<file path="src/rtl/winograd_pkg.sv">
// Shared constants and state type for the Winograd output-tile assembler.
package winograd_pkg;

    localparam int TILE_N  = 4;
    localparam int IMG_H   = 8;
    localparam int IMG_W   = 10;
    localparam int GRID_R  = 2;
    localparam int GRID_C  = 3;
    localparam int N_TILES = GRID_R * GRID_C;

    typedef enum logic {
        COLLECT = 1'b0,
        DRAIN   = 1'b1
    } asm_state_t;

endpackage

</file>
<file path="src/rtl/tile_asm_8x10_ctrl.sv">
// Assembles six 4x4 tiles into an 8x10 image and streams it out row by row.
// Optional tile_last consistency checker (err port) enabled by TILE_ASM_LAST_CHECK_EN.
module tile_asm_8x10_ctrl
    import winograd_pkg::*;
#(
    parameter int DATA_W = 32
) (
    input  logic                             clk,
    input  logic                             rst_n,
    input  logic                             flush,
    input  logic                             tile_valid,
    output logic                             tile_ready,
    input  logic [0:3][0:3][DATA_W-1:0]      tile_data,
    input  logic                             tile_last,
    output logic                             row_valid,
    input  logic                             row_ready,
    output logic [0:9][DATA_W-1:0]           row_data,
    output logic [2:0]                       row_idx,
    output logic                             row_last,
    output logic                             busy
`ifdef TILE_ASM_LAST_CHECK_EN
    ,
    output logic                             err
`endif
);

    // state | meaning
    // COLLECT | accepting tiles, k counts tiles held so far
    // DRAIN   | image complete, presenting rows 0..7
    asm_state_t state_q, state_d;
    logic [2:0] k_q, k_d;
    logic [2:0] row_idx_q, row_idx_d;

    logic [DATA_W-1:0] img_q [0:IMG_H-1][0:IMG_W-1];
    logic [DATA_W-1:0] img_d [0:IMG_H-1][0:IMG_W-1];

    logic       tile_acc;
    logic       row_acc;
    logic       k_is_last;
    logic [2:0] row_base;
    logic [3:0] col_base;

    assign tile_acc  = tile_valid && (state_q == COLLECT);
    assign row_acc   = row_ready && (state_q == DRAIN);
    assign k_is_last = (k_q == 3'(N_TILES - 1));

    always_comb begin
        row_base = (k_q >= 3'(GRID_C)) ? 3'(TILE_N) : 3'd0;
        case (k_q)
            3'd1, 3'd4: col_base = 4'(TILE_N);
            3'd2, 3'd5: col_base = 4'(2 * TILE_N);
            default:    col_base = 4'd0;
        endcase
    end

    // Grid column 2 overhangs the 10-wide image; its last two tile columns are dropped.
    always_comb begin
        img_d = img_q;
        if (tile_acc && !flush) begin
            for (int i = 0; i < TILE_N; i++) begin
                for (int j = 0; j < TILE_N; j++) begin
                    if (col_base + 4'(j) <= 4'(IMG_W - 1)) begin
                        img_d[row_base + 3'(i)][col_base + 4'(j)] = tile_data[i][j];
                    end
                end
            end
        end
    end

    always_comb begin
        state_d   = state_q;
        k_d       = k_q;
        row_idx_d = row_idx_q;
        if (flush) begin
            state_d   = COLLECT;
            k_d       = 3'd0;
            row_idx_d = 3'd0;
        end else begin
            case (state_q)
                COLLECT: begin
                    if (tile_acc) begin
                        if (k_is_last) begin
                            state_d = DRAIN;
                            k_d     = 3'd0;
                        end else begin
                            k_d = k_q + 3'd1;
                        end
                    end
                end
                DRAIN: begin
                    if (row_acc) begin
                        if (row_idx_q == 3'(IMG_H - 1)) begin
                            state_d   = COLLECT;
                            row_idx_d = 3'd0;
                        end else begin
                            row_idx_d = row_idx_q + 3'd1;
                        end
                    end
                end
                default: begin
                    state_d   = COLLECT;
                    k_d       = 3'd0;
                    row_idx_d = 3'd0;
                end
            endcase
        end
    end

`ifdef TILE_ASM_LAST_CHECK_EN
    logic err_q, err_d;

    always_comb begin
        err_d = err_q;
        if (flush) begin
            err_d = 1'b0;
        end else if (tile_acc && (tile_last != k_is_last)) begin
            err_d = 1'b1;
        end
    end

    assign err = err_q;
`else
    logic unused_tile_last;
    assign unused_tile_last = tile_last;
`endif

    always_ff @(posedge clk) begin
        if (!rst_n) begin
            state_q   <= COLLECT;
            k_q       <= 3'd0;
            row_idx_q <= 3'd0;
`ifdef TILE_ASM_LAST_CHECK_EN
            err_q     <= 1'b0;
`endif
        end else begin
            state_q   <= state_d;
            k_q       <= k_d;
            row_idx_q <= row_idx_d;
`ifdef TILE_ASM_LAST_CHECK_EN
            err_q     <= err_d;
`endif
        end
    end

    // Image storage is deliberately left out of reset; every cell is rewritten per image.
    always_ff @(posedge clk) begin
        img_q <= img_d;
    end

    always_comb begin
        for (int c = 0; c < IMG_W; c++) begin
            row_data[c] = img_q[row_idx_q][c];
        end
    end

    assign tile_ready = (state_q == COLLECT);
    assign row_valid  = (state_q == DRAIN);
    assign row_idx    = row_idx_q;
    assign row_last   = (state_q == DRAIN) && (row_idx_q == 3'(IMG_H - 1));
    assign busy       = (state_q == DRAIN) || (k_q != 3'd0);

endmodule

</file>
<file path="config.mk">
export PLATFORM = sky130hd
export DESIGN_NAME = tile_asm_8x10_ctrl
export DESIGN_NICKNAME = d
export VERILOG_FILES = /design/src/rtl/winograd_pkg.sv /design/src/rtl/tile_asm_8x10_ctrl.sv
export SDC_FILE = /design/constraint.sdc
export NUM_CORES = 2
export LEC_CHECK = 0
export CAP_MARGIN = 20
export CORE_MARGIN = 2
export CORE_UTILIZATION = 54
export DETAILED_ROUTE_END_ITERATION = 7
export GPL_ROUTABILITY_DRIVEN = 0
export PLACE_DENSITY = 0.75
export SLEW_MARGIN = 20
export SYNTH_ARGS = -nofsm -noshare
export SYNTH_HDL_FRONTEND = slang
export SYNTH_SLANG_ARGS = --single-unit
</file>
<file path="constraint.sdc">
create_clock -name clk -period 27.6 [get_ports clk]
set_input_delay 4.14 -clock clk [delete_from_list [all_inputs] [get_ports clk]]
set_output_delay 4.14 -clock clk [all_outputs]
set_load 0.02 [all_outputs]
</file>
==> flow_summary_export.csv <==
group,metric,value,unit
logic_synthesis,synthesis.instances,3918,
floorplan,die_h,429,um
min_path,hold_start,"k_q[2]",
floorplan,dieArea,184000,um2
clock_network,cts_num_sinks,2567,
sta,skew,0.0291,ns
clock_network,cts_resized,0,
clock_network,cts_setup_buffers,0,
min_path,min_path_cells,2,
logic_synthesis,syn_area,97300,um2
power_and_ir_drop,p_leak,0.0358,uW
finish,fin_nets,5403,
worst_setup_path,ff2ff_setup_slack,22.75,ns
power_and_ir_drop,ir_drop,0.0686,mV
logic_synthesis,synth_top_family_by_area,"multiplexers",
power_and_ir_drop,p_per_area,67.6,nW/um2
logic_synthesis,synthMuxAreaShare,18.5,%
global_routing,antenna_found_initial,77,
drt,wl,224,mm
logic_synthesis,synth_seq_cells,2567,
global_routing,grt_remaining_overflow,0,
worst_setup_path,critical_path.max_stage_delay,0.88,ns
clock_network,clk_pin_slew,0.06,ns
logic_synthesis,ys_seq_area_share,79.1,%
drt,wire_per_inst,29.9,um
floorplan,rows,155,
clock_network,cts_root_buf,"clkbuf_16",
logic_synthesis,syn_area_per_cell,24.8,um2
drt,antenna_left,0,
worst_setup_path,worst-path-buf-inv,5,
sta,period_share,39.3,%
drt,vias,44847,
logic_synthesis,synth_fp_nets,4439,
worst_setup_path,crit_top_cell,"buf_4",
floorplan,core_area,179000,um2
sta,slew_violations,0,
worst_setup_path,required,23.46,ns
min_path,hold_path_class,"register to register",
clock_network,h-tree-depth,4,
placement,hpwlAfterDp,139,mm
sta,worst_pin_slew,1.19,ns
sta,holdWs,0.648,ns
min_path,hold-path-endpoint,"k_q[2]",
power_and_ir_drop,power,7900,uW
logic_synthesis,synth_compound_area_share,0.0450,%
sta,clock.fmax,92.1,MHz
worst_setup_path,r2r_end,"img_q[1906]",
logic_synthesis,synthSimpleGateAreaFrac,1.11,%
clock_network,clk_path_buf_depth,3,
global_routing,grt_pass1_vias,46743,
floorplan,initial_core_util,54.4,%
clock_network,clock_latency,0.88,ns
drt,drt_pass1_iterations,5,
sta,hold_viol,0,
worst_setup_path,worstRegToRegCells,8,
clock_network,cts_tree,"done",
global_routing,grt_pass1_wl,324,mm
floorplan,die_w,429,um
floorplan,io-pin-count,845,
sta,fin_tns_setup,0,ns
logic_synthesis,netlist-cell-type-count,29,
sta,setup_viol,0,
worst_setup_path,end_kind,"output pin",
clock_network,hold_buffers,0,
drt,viasPerCell,5.99,
worst_setup_path,start_kind,"register",
drt,first_iter_violations,3816,
logic_synthesis,synth_xor_area_share,0.00900,%
logic_synthesis,synth_fa_ha_area_share,0.0386,%
worst_setup_path,crit_slowest_cell,"dfxtp_4",
sta,rsz0062_at_grt,"false",
worst_setup_path,r2r-start,"k_q[1]",
worst_setup_path,cp_top_family,"buffers and inverters",
finish,final_layout_size_suffix_gt1_share,27.9,%
sta,min_period,10.86,ns
worst_setup_path,cp_cell_sequence,"buf_6, buf_4, buf_12, buf_4, mux4_2, mux2_2, clkdlybuf4s50_1",
global_routing,grt_use_total,24.4,%
logic_synthesis,yosysWarnings,0,
placement,numPortBuffers,843,
worst_setup_path,path_max_fanout,110,
worst_setup_path,path_class,"register to output pin",
finish,fin_util,65.3,%
clock_network,cts_inserted_buffers,240,
drt,drc,0,
finish,fill_cells,11234,
worst_setup_path,arrival,6.72,ns
job,drv_cap,0,
sta,relSlewSlack,20.4,%
global_routing,grt_max_degree,161,
status,status,"completed",
finish,synthToLayoutAreaGrowth,19.9,%
==> stage by stage <==
step / instance area [um2] / cells / setup WS (ns)
floorplan: 97300 / 3918 / 12.34
global placement: 108000 / 6987 / 17.23
detailed placement: 108000 / 6988 / 17.17
CTS: 116000 / 7435 / 16.22
global route: 117000 / 7476 / 16.13
finish: 117000 / 7488 / 16.74
==> cell usage after synthesis <==
library cell	instances	area, um2
a22oi_1	1	7.51
buf_2	36	180
nand3_1	1	5.00
dfxtp_1	7	140
mux4_2	640	14400
a31oi_1	1	6.26
nor2b_1	46	288
and2_1	98	613
buf_1	34	128
o21ai_0	1	5.00
nor2_1	12	45.0
nand4b_1	1	8.76
nor3_1	2	10.0
ha_1	3	37.5
and3b_1	1	8.76
nor4_2	2	25.0
buf_6	43	484
or4_1	1	7.51
inv_1	3	11.3
or3_1	1	6.26
a21oi_1	5	25.0
nand3b_1	1	7.51
nand2_1	7	26.3
edfxtp_1	2560	76900
mux2i_1	2	20.0
mux2_2	320	3600
clkbuf_1	84	315
nand2b_1	4	25.0
xnor2_1	1	8.76
==> worst max path at each step <==
| stage | startpoint | slack, ns | cells past startpoint | endpoint |
|---|---|---|---|---|
| finish | row_idx[0] | 16.74 | 7 | row_data[182] |
| global route | row_idx[0] | 16.13 | 7 | row_data[182] |
| CTS | row_idx[0] | 16.22 | 7 | row_data[182] |
| detailed placement | row_idx[0] | 17.17 | 7 | row_data[182] |
| global placement | row_idx[0] | 17.23 | 7 | row_data[182] |
| floorplan | tile_valid | 12.34 | 4 | img_q[100] |
==> state kept, by name, indices dropped and copies added (netlist names) <==
name and cells:
row_valid 1, img_q 2560, row_idx 3, k_q 3
==> placed cells by master, fill, tap and decap left out, drive strengths merged, types with 2 or more instances in the layout <==
| cell | synthesis | final |
|---|---|---|
| bufinv | 0 | 29 |
| inv | 3 | 10 |
| clkinvlp | 0 | 18 |
| nand2b | 4 | 4 |
| nor2 | 12 | 12 |
| a21oi | 5 | 5 |
| dfxtp | 7 | 7 |
| edfxtp | 2560 | 2560 |
| nor3 | 2 | 2 |
| mux4 | 640 | 640 |
| nand2 | 7 | 7 |
| clkdlybuf4s50 | 0 | 843 |
| ha | 3 | 3 |
| diode | 0 | 46 |
| mux2i | 2 | 2 |
| clkinv | 0 | 117 |
| mux2 | 320 | 320 |
| nor2b | 46 | 46 |
| and2 | 98 | 98 |
| nor4 | 2 | 2 |
| clkbuf | 84 | 276 |
| buf | 113 | 76 |
==> tightest hold or removal path: stages, from the launching register on <==
cell,delay (ns)
dfxtp_1,0.41
nand2_1,0.12
a21oi_1,0.07
==> cells by family (layout without fill, tap and decap cells) <==
logic type,count (synthesis),count (layout)
mux,962,962
simple gates,177,177
fa+ha+maj,3,3
other cells,0,46
flops,2567,2567
compound gates,8,8
buf+inv,200,1369
xor+xnor,1,1
==> where the power goes <==
part           total [uW]  switching, uW  internal, uW
combinational         240            130           110
clock                3300           1420          1880
sequential           4350           11.7          4340
total                7900           1560          6330
==> per-layer routing <==
metal	track usage (%)	vias up	part of all wire, %	wire, um
li1	-	18730	-	-
met1	30.3	23870	36	80800
met2	41.4	1766	52	117000
met3	6.10	421	7.7	17300
met4	9.78	60	3.9	8660
met5	0	-	0.18	413
==> layout make-up <==
cell class | count | area, um2 | area share [%]
Inverter | 3 | 11.3 | 0.00965
Antenna cell | 46 | 115 | 0.0986
Clock buffer | 276 | 6180 | 5.30
Tap cell | 2355 | 2950 | 2.52
Sequential cell | 2567 | 77000 | 66.0
Timing Repair Buffer | 919 | 9250 | 7.93
Clock inverter | 171 | 1790 | 1.53
Multi-Input combinational cell | 1151 | 19400 | 16.6
Power figures use the tool's default switching activity.
